==> src/rtl/arbitro_pkg.sv <==
// Shared types and helpers for the round-robin / fixed-priority arbiter.
package arbitro_pkg;

  typedef enum {ARB_RR, ARB_FIXED} arb_mode_e;

  typedef enum logic {IDLE, GRANTED} arb_state_e;

  localparam int MAX_REQ = 32;

  // Index of the highest set bit of a one-hot vector (0 for an all-zero vector).
  function automatic int unsigned onehot2bin(input logic [MAX_REQ-1:0] oh);
    onehot2bin = 0;
    for (int i = 0; i < MAX_REQ; i++) begin
      if (oh[i]) onehot2bin = unsigned'(i);
    end
  endfunction

endpackage

==> src/rtl/arbitro_rr_if.sv <==
// Requester-side bus of the arbiter: request vector in, grant/index/availability out.
interface arbitro_rr_if #(
  parameter int N_REQ = 4
);
  localparam int GNT_W = (N_REQ > 1) ? $clog2(N_REQ) : 1;

  logic [N_REQ-1:0] req;
  logic [N_REQ-1:0] grant;
  logic [GNT_W-1:0] grant_num;
  logic             av;

  modport master (output req, input grant, grant_num, av);
  modport slave  (input req, output grant, grant_num, av);
endinterface

==> src/rtl/arbitro_pick.sv <==
// Combinational masked picker: first set bit of (req & ~excl), searched
// upward from start with wrap-around (round-robin) or from index 0 (fixed).
module arbitro_pick
  import arbitro_pkg::*;
#(
  parameter int N_REQ = 4,
  parameter int GNT_W = (N_REQ > 1) ? $clog2(N_REQ) : 1
) (
  input  logic [N_REQ-1:0] req,
  input  logic [N_REQ-1:0] excl,
  input  logic [GNT_W-1:0] start,
  input  arb_mode_e        mode,
  output logic             found,
  output logic [GNT_W-1:0] winner
);

  logic [N_REQ-1:0] masked;
  int               base;

  assign masked = req & ~excl;
  assign base   = (mode == ARB_FIXED) ? 0 : int'(start);

  // Scan candidates in priority order; the first eligible one wins.
  always_comb begin
    found  = 1'b0;
    winner = '0;
    for (int i = 0; i < N_REQ; i++) begin
      if (!found && masked[(base + i) % N_REQ]) begin
        found  = 1'b1;
        winner = GNT_W'((base + i) % N_REQ);
      end
    end
  end

endmodule

==> src/rtl/arbitro_rr.sv <==
// Registered arbiter for one shared resource: grant is held while the owner
// keeps requesting, up to MAX_HOLD cycles when others are waiting.
module arbitro_rr
  import arbitro_pkg::*;
#(
  parameter int        N_REQ    = 4,
  parameter arb_mode_e MODE     = ARB_RR,
  parameter int        MAX_HOLD = 8
) (
  input logic         clk,
  input logic         rst_n,
  arbitro_rr_if.slave bus
);

  localparam int GNT_W     = (N_REQ > 1) ? $clog2(N_REQ) : 1;
  localparam int HOLD_W    = (MAX_HOLD > 1) ? $clog2(MAX_HOLD) : 1;
  localparam int HOLD_LAST = (MAX_HOLD > 0) ? MAX_HOLD - 1 : 0;

  arb_state_e       state_q, state_d;
  logic [N_REQ-1:0] grant_q, grant_d;
  logic [GNT_W-1:0] num_q, num_d;
  logic [GNT_W-1:0] ptr_q, ptr_d;
  logic [HOLD_W-1:0] hold_q, hold_d;
  logic             av_q, av_d;

  logic [N_REQ-1:0] excl;
  logic             found;
  logic [GNT_W-1:0] winner;
  logic             owner_req;
  logic             expired;
  logic             handover;

  // The current owner is never a candidate for its own handover.
  assign excl      = (state_q == GRANTED) ? grant_q : '0;
  assign owner_req = |(bus.req & grant_q);
  assign expired   = (MAX_HOLD != 0) && (hold_q == HOLD_W'(HOLD_LAST));

  arbitro_pick #(
    .N_REQ (N_REQ),
    .GNT_W (GNT_W)
  ) u_pick (
    .req    (bus.req),
    .excl   (excl),
    .start  (ptr_q),
    .mode   (MODE),
    .found  (found),
    .winner (winner)
  );

  // Next-state: new grant, release to idle, hold-time preemption or stay.
  always_comb begin
    state_d  = state_q;
    grant_d  = grant_q;
    num_d    = num_q;
    ptr_d    = ptr_q;
    hold_d   = hold_q;
    handover = 1'b0;

    case (state_q)
      IDLE: begin
        if (found) handover = 1'b1;
      end
      GRANTED: begin
        if (!owner_req) begin
          if (found) begin
            handover = 1'b1;
          end else begin
            state_d = IDLE;
            grant_d = '0;
            hold_d  = '0;
          end
        end else if (expired && found) begin
          handover = 1'b1;
        end else if ((MAX_HOLD != 0) && !expired) begin
          hold_d = hold_q + HOLD_W'(1);
        end
      end
      default: begin
        state_d = IDLE;
        grant_d = '0;
        hold_d  = '0;
      end
    endcase

    if (handover) begin
      state_d         = GRANTED;
      grant_d         = '0;
      grant_d[winner] = 1'b1;
      num_d           = winner;
      hold_d          = '0;
      ptr_d           = (int'(winner) == N_REQ - 1) ? '0 : winner + GNT_W'(1);
    end

    av_d = ~|grant_d;
  end

  // State and output registers with synchronous reset.
  always_ff @(posedge clk) begin
    if (!rst_n) begin
      state_q <= IDLE;
      grant_q <= '0;
      num_q   <= '0;
      ptr_q   <= '0;
      hold_q  <= '0;
      av_q    <= 1'b1;
    end else begin
      state_q <= state_d;
      grant_q <= grant_d;
      num_q   <= num_d;
      ptr_q   <= ptr_d;
      hold_q  <= hold_d;
      av_q    <= av_d;
    end
  end

  assign bus.grant     = grant_q;
  assign bus.grant_num = num_q;
  assign bus.av        = av_q;

endmodule

==> src/flat_wrapper.sv <==
// flat-port wrapper written by rule: the top's interface ports become plain ports
module arbitro_rr_flat import arbitro_pkg::*;
#(
  parameter int        N_REQ    = 4,
  parameter arb_mode_e MODE     = ARB_RR,
  parameter int        MAX_HOLD = 8
)
  (clk, rst_n, bus_req, bus_grant, bus_grant_num, bus_av);
  arbitro_rr_if #(.N_REQ(N_REQ)) bus_i ();
  input logic clk;
  input logic rst_n;
  input wire logic [$bits(bus_i.req)-1:0] bus_req;
  output wire logic [$bits(bus_i.grant)-1:0] bus_grant;
  output wire logic [$bits(bus_i.grant_num)-1:0] bus_grant_num;
  output wire logic [$bits(bus_i.av)-1:0] bus_av;
  assign bus_i.req = bus_req;
  assign bus_grant = bus_i.grant;
  assign bus_grant_num = bus_i.grant_num;
  assign bus_av = bus_i.av;
  arbitro_rr #(.N_REQ(N_REQ), .MODE(MODE), .MAX_HOLD(MAX_HOLD)) u_core (.clk(clk), .rst_n(rst_n), .bus(bus_i));
endmodule
==> config.mk <==
export PLATFORM = sky130hd
export DESIGN_NAME = arbitro_rr_flat
export DESIGN_NICKNAME = d
export VERILOG_FILES = /design/src/rtl/arbitro_pkg.sv /design/src/rtl/arbitro_rr_if.sv /design/src/rtl/arbitro_pick.sv /design/src/rtl/arbitro_rr.sv /design/src/flat_wrapper.sv
export SDC_FILE = /design/constraint.sdc
export NUM_CORES = 1
export LEC_CHECK = 0
export CAP_MARGIN = 20
export CORE_MARGIN = 2
export CORE_UTILIZATION = 40
export DETAILED_ROUTE_END_ITERATION = 12
export PLACE_DENSITY_LB_ADDON = 0.05
export SKIP_CTS_REPAIR_TIMING = 1
export SLEW_MARGIN = 30
export SYNTH_ARGS = -nofsm -noshare
export SYNTH_HDL_FRONTEND = slang
export SYNTH_SLANG_ARGS = --single-unit
==> constraint.sdc <==
create_clock -name clk -period 2 [get_ports clk]
set_input_delay 0.4 -clock clk [delete_from_list [all_inputs] [get_ports clk]]
set_output_delay 0.4 -clock clk [all_outputs]
set_load 0.1 [all_outputs]
==> impl_metrics.py <==
metrics = {
    "clock_network": {
        "cts_tree": "yes",
        "cts.sinks": 13,
        "cts.clk_slew.worst_paths_ps": 80,
        "clk_latency_ps": 270,
        "cts_buffer_depth": 2,
        "cts_buffers": 3,
        "htree_levels": 1,
        "cts-root-buf": "clkbuf_4",
    },
    "synthesis": {
        "avgSynthCellArea_sq_um": 8.67,
        "synth_area_leader_cell": "dfxtp_1",
        "synthesis.nets": 109,
        "ys_top_cells_by_area": "dfxtp_1, ha_1, nand2_1",
        "yosysSeqAreaShare": 0.310,
        "yosysWarnings": 0,
        "synth_top_area_share": 0.310,
        "yosysUniqueCellTypes": 33,
        "synth_cells": 97,
        "synth_seq_cells": 13,
        "syn_area_sq_um": 841,
    },
    "floorplanning": {
        "core_area_sq_um": 1980,
        "num_io_pins": 13,
        "dieArea_sq_um": 2480,
        "die_w_microns": 49.8,
        "rows": 16,
        "die_h_microns": 49.8,
        "initial_core_util": 0.424,
    },
    "power_and_ir_drop": {
        "cellLeakagePower_nw": 0.611,
        "powerDensity_nw_per_um2": 1370,
        "vdd_drop_max_uv": 1050,
        "switching_power_uw": 941,
        "cellInternalPower_uw": 919,
        "combPwrFrac": 0.692,
        "power.share.switching": 0.506,
        "seq_power_share": 0.222,
        "p_clk_frac": 0.086,
    },
    "critical_path": {
        "cp.arrival_ps": 2330,
        "crit_fanout": 5,
        "worst-path-buf-inv": 2,
        "worstRegToRegCells": 9,
        "cp-start-kind": "register",
        "path_delay_family": "simple AND/OR/NAND/NOR gates",
        "critPathKind": "register to register",
        "max_stage_delay_ps": 560,
        "worstPathCellList": "a21boi_2 -> buf_4 -> or4_4 -> nand2_4 -> inv_4 -> ha_4 -> nor3_4 -> a221oi_2 -> o41ai_2",
        "required_ps": 2180,
        "path_depth": 9,
        "crit_path_top_delay_cell": "or4_4",
        "critPathCaptureType": "register",
    },
    "layout": {
        "fillers": 140,
        "finalInstanceArea_sq_um": 1350,
        "seqCellArea_sq_um": 279,
        "area_delta_synth_final_pct": 61.0,
        "mostFrequentLayoutCells": "buf_4, nand2_1, dfxtp_1",
        "finish.net_count": 149,
        "multiInputGateArea_sq_um": 654,
        "diodes": 0,
        "layout_commonest_cell": "buf_4",
        "drive_gt1_frac": 0.529,
    },
    "sta": {
        "timing.fmax_ghz": 0.466,
        "min_period_ps": 2150,
        "setup_viol": 3,
        "hold_violations": 0,
        "slew_viol_final": 0,
        "whs_ps": 476,
        "skew_ps": 1.56,
        "finalCritPeriodShare": 1.07,
        "tns_ps": -315,
        "slew_headroom": 0.749,
        "setup_ws_ps": -147,
        "rsz0062_at_grt": "true",
        "worst_slew_pin_slew_ps": 373,
    },
    "detailed_routing": {
        "post_drt_wl_per_cell_microns": 15.0,
        "num_vias": 879,
        "drt-pass1-iter-count": 4,
        "drt_wl_total_microns": 2440,
        "drtIter0Drc": 25,
        "drc": 0,
        "antenna_left": 0,
        "viasPerCell": 5.39,
    },
    "run": {
        "drv_cap": 0,
    },
    "status": {
        "outcome": "finished, violations left",
        "violations": "setup timing",
    },
    "global_route": {
        "antenna_found_initial": 0,
        "track_usage": 0.169,
        "grt_overflow": 0,
        "grt_pass1_vias": 730,
        "grt_pass1_wl_microns": 3210,
        "grt_start_max_net_pins": 12,
    },
    "hold_path": {
        "hold_depth": 2,
        "hold_class": "register to register",
    },
    "place": {
        "placed_cell_area_sq_um": 1150,
        "numPortBuffers": 12,
        "dp_hpwl_microns": 1510,
        "place.gp.congestion": 0.802,
    },
}
routing by layer:
metal / vias to the layer above / global-route usage / wire, microns
li1: 430 / - / -
met1: 426 / 0.203 / 1020
met2: 19 / 0.287 / 1300
met3: 4 / 0.0485 / 101
met4: 0 / 0.0556 / 23
met5: - / 0 / 0
tightest hold or removal path, stage by stage (launching register included):
cell and delay (ps):
dfxtp_1 310, nand2_1 50, a21boi_0 70
area by class of cell:
type | instances | area share
Multi-Input combinational cell | 72 | 0.483
Clock buffer | 4 | 0.0194
Tap cell | 27 | 0.0250
Sequential cell | 13 | 0.206
Timing Repair Buffer | 39 | 0.242
Inverter | 8 | 0.0240
worst paths after layout:
check / start / to / slack [ps]
max reg2reg: u_core.state_q / u_core.bus.av / -150
min: u_core.bus.grant_num[0] / u_core.bus.grant_num[0] / 480
min reg2reg: u_core.bus.grant_num[0] / u_core.bus.grant_num[0] / 480
max: u_core.state_q / u_core.bus.av / -150
per-stage QoR:
stage / worst slack, ps / power, mW / utilization / std cells
after CTS: -367 / 1.64 / 0.595 / 156
after floorplan: -125 / 1.17 / - / 97
after detailed placement: -638 / 1.48 / 0.581 / 152
after global placement: -589 / 1.47 / 0.581 / 152
final: -147 / 1.86 / 0.683 / 163
after global routing: -271 / 1.97 / 0.683 / 163
state kept, by name, summed over array words and instances, names as in the netlist:
register,cells
u_core.hold_q,3
u_core.bus.av,1
u_core.bus.grant_num,2
u_core.bus.grant,4
u_core.ptr_q,2
u_core.state_q,1
power by group through the flow:
stage	sequential (mW)	clock, mW	combinational (mW)
after floorplan	0.723	0	0.449
after global placement	0.409	0	1.06
after detailed placement	0.410	0	1.07
after CTS	0.404	0.169	1.07
after global routing	0.425	0.180	1.36
final	0.413	0.160	1.29
kinds of logic after synthesis:
kind of cell / share of synthesized area
AND/OR/NAND/NOR: 0.202
adder cells (fa/ha/maj): 0.0893
buffers and inverters: 0.0729
multiplexers: 0.0134
AO/OA/AOI/OAI: 0.313
flip-flops: 0.310
synthesized netlist by cell type, drive strengths merged:
library cell and count:
a21o 2, nor2 3, ha 6, o21ai 5, o211ai 1, dfxtp 13
nor3b 1, o21a 1, or3 1, a21bo 2, clkbuf 1, nand4b 2
and3 1, o41ai 1, buf 3, o221ai 2, nand3b 1, a21boi 7
a21oi 6, nor3 4, and2 4, inv 8, mux2 1, a22oi 2
nand2 13, a221oi 4, or4 1, nor4 1
Power figures use the tool's default switching activity.
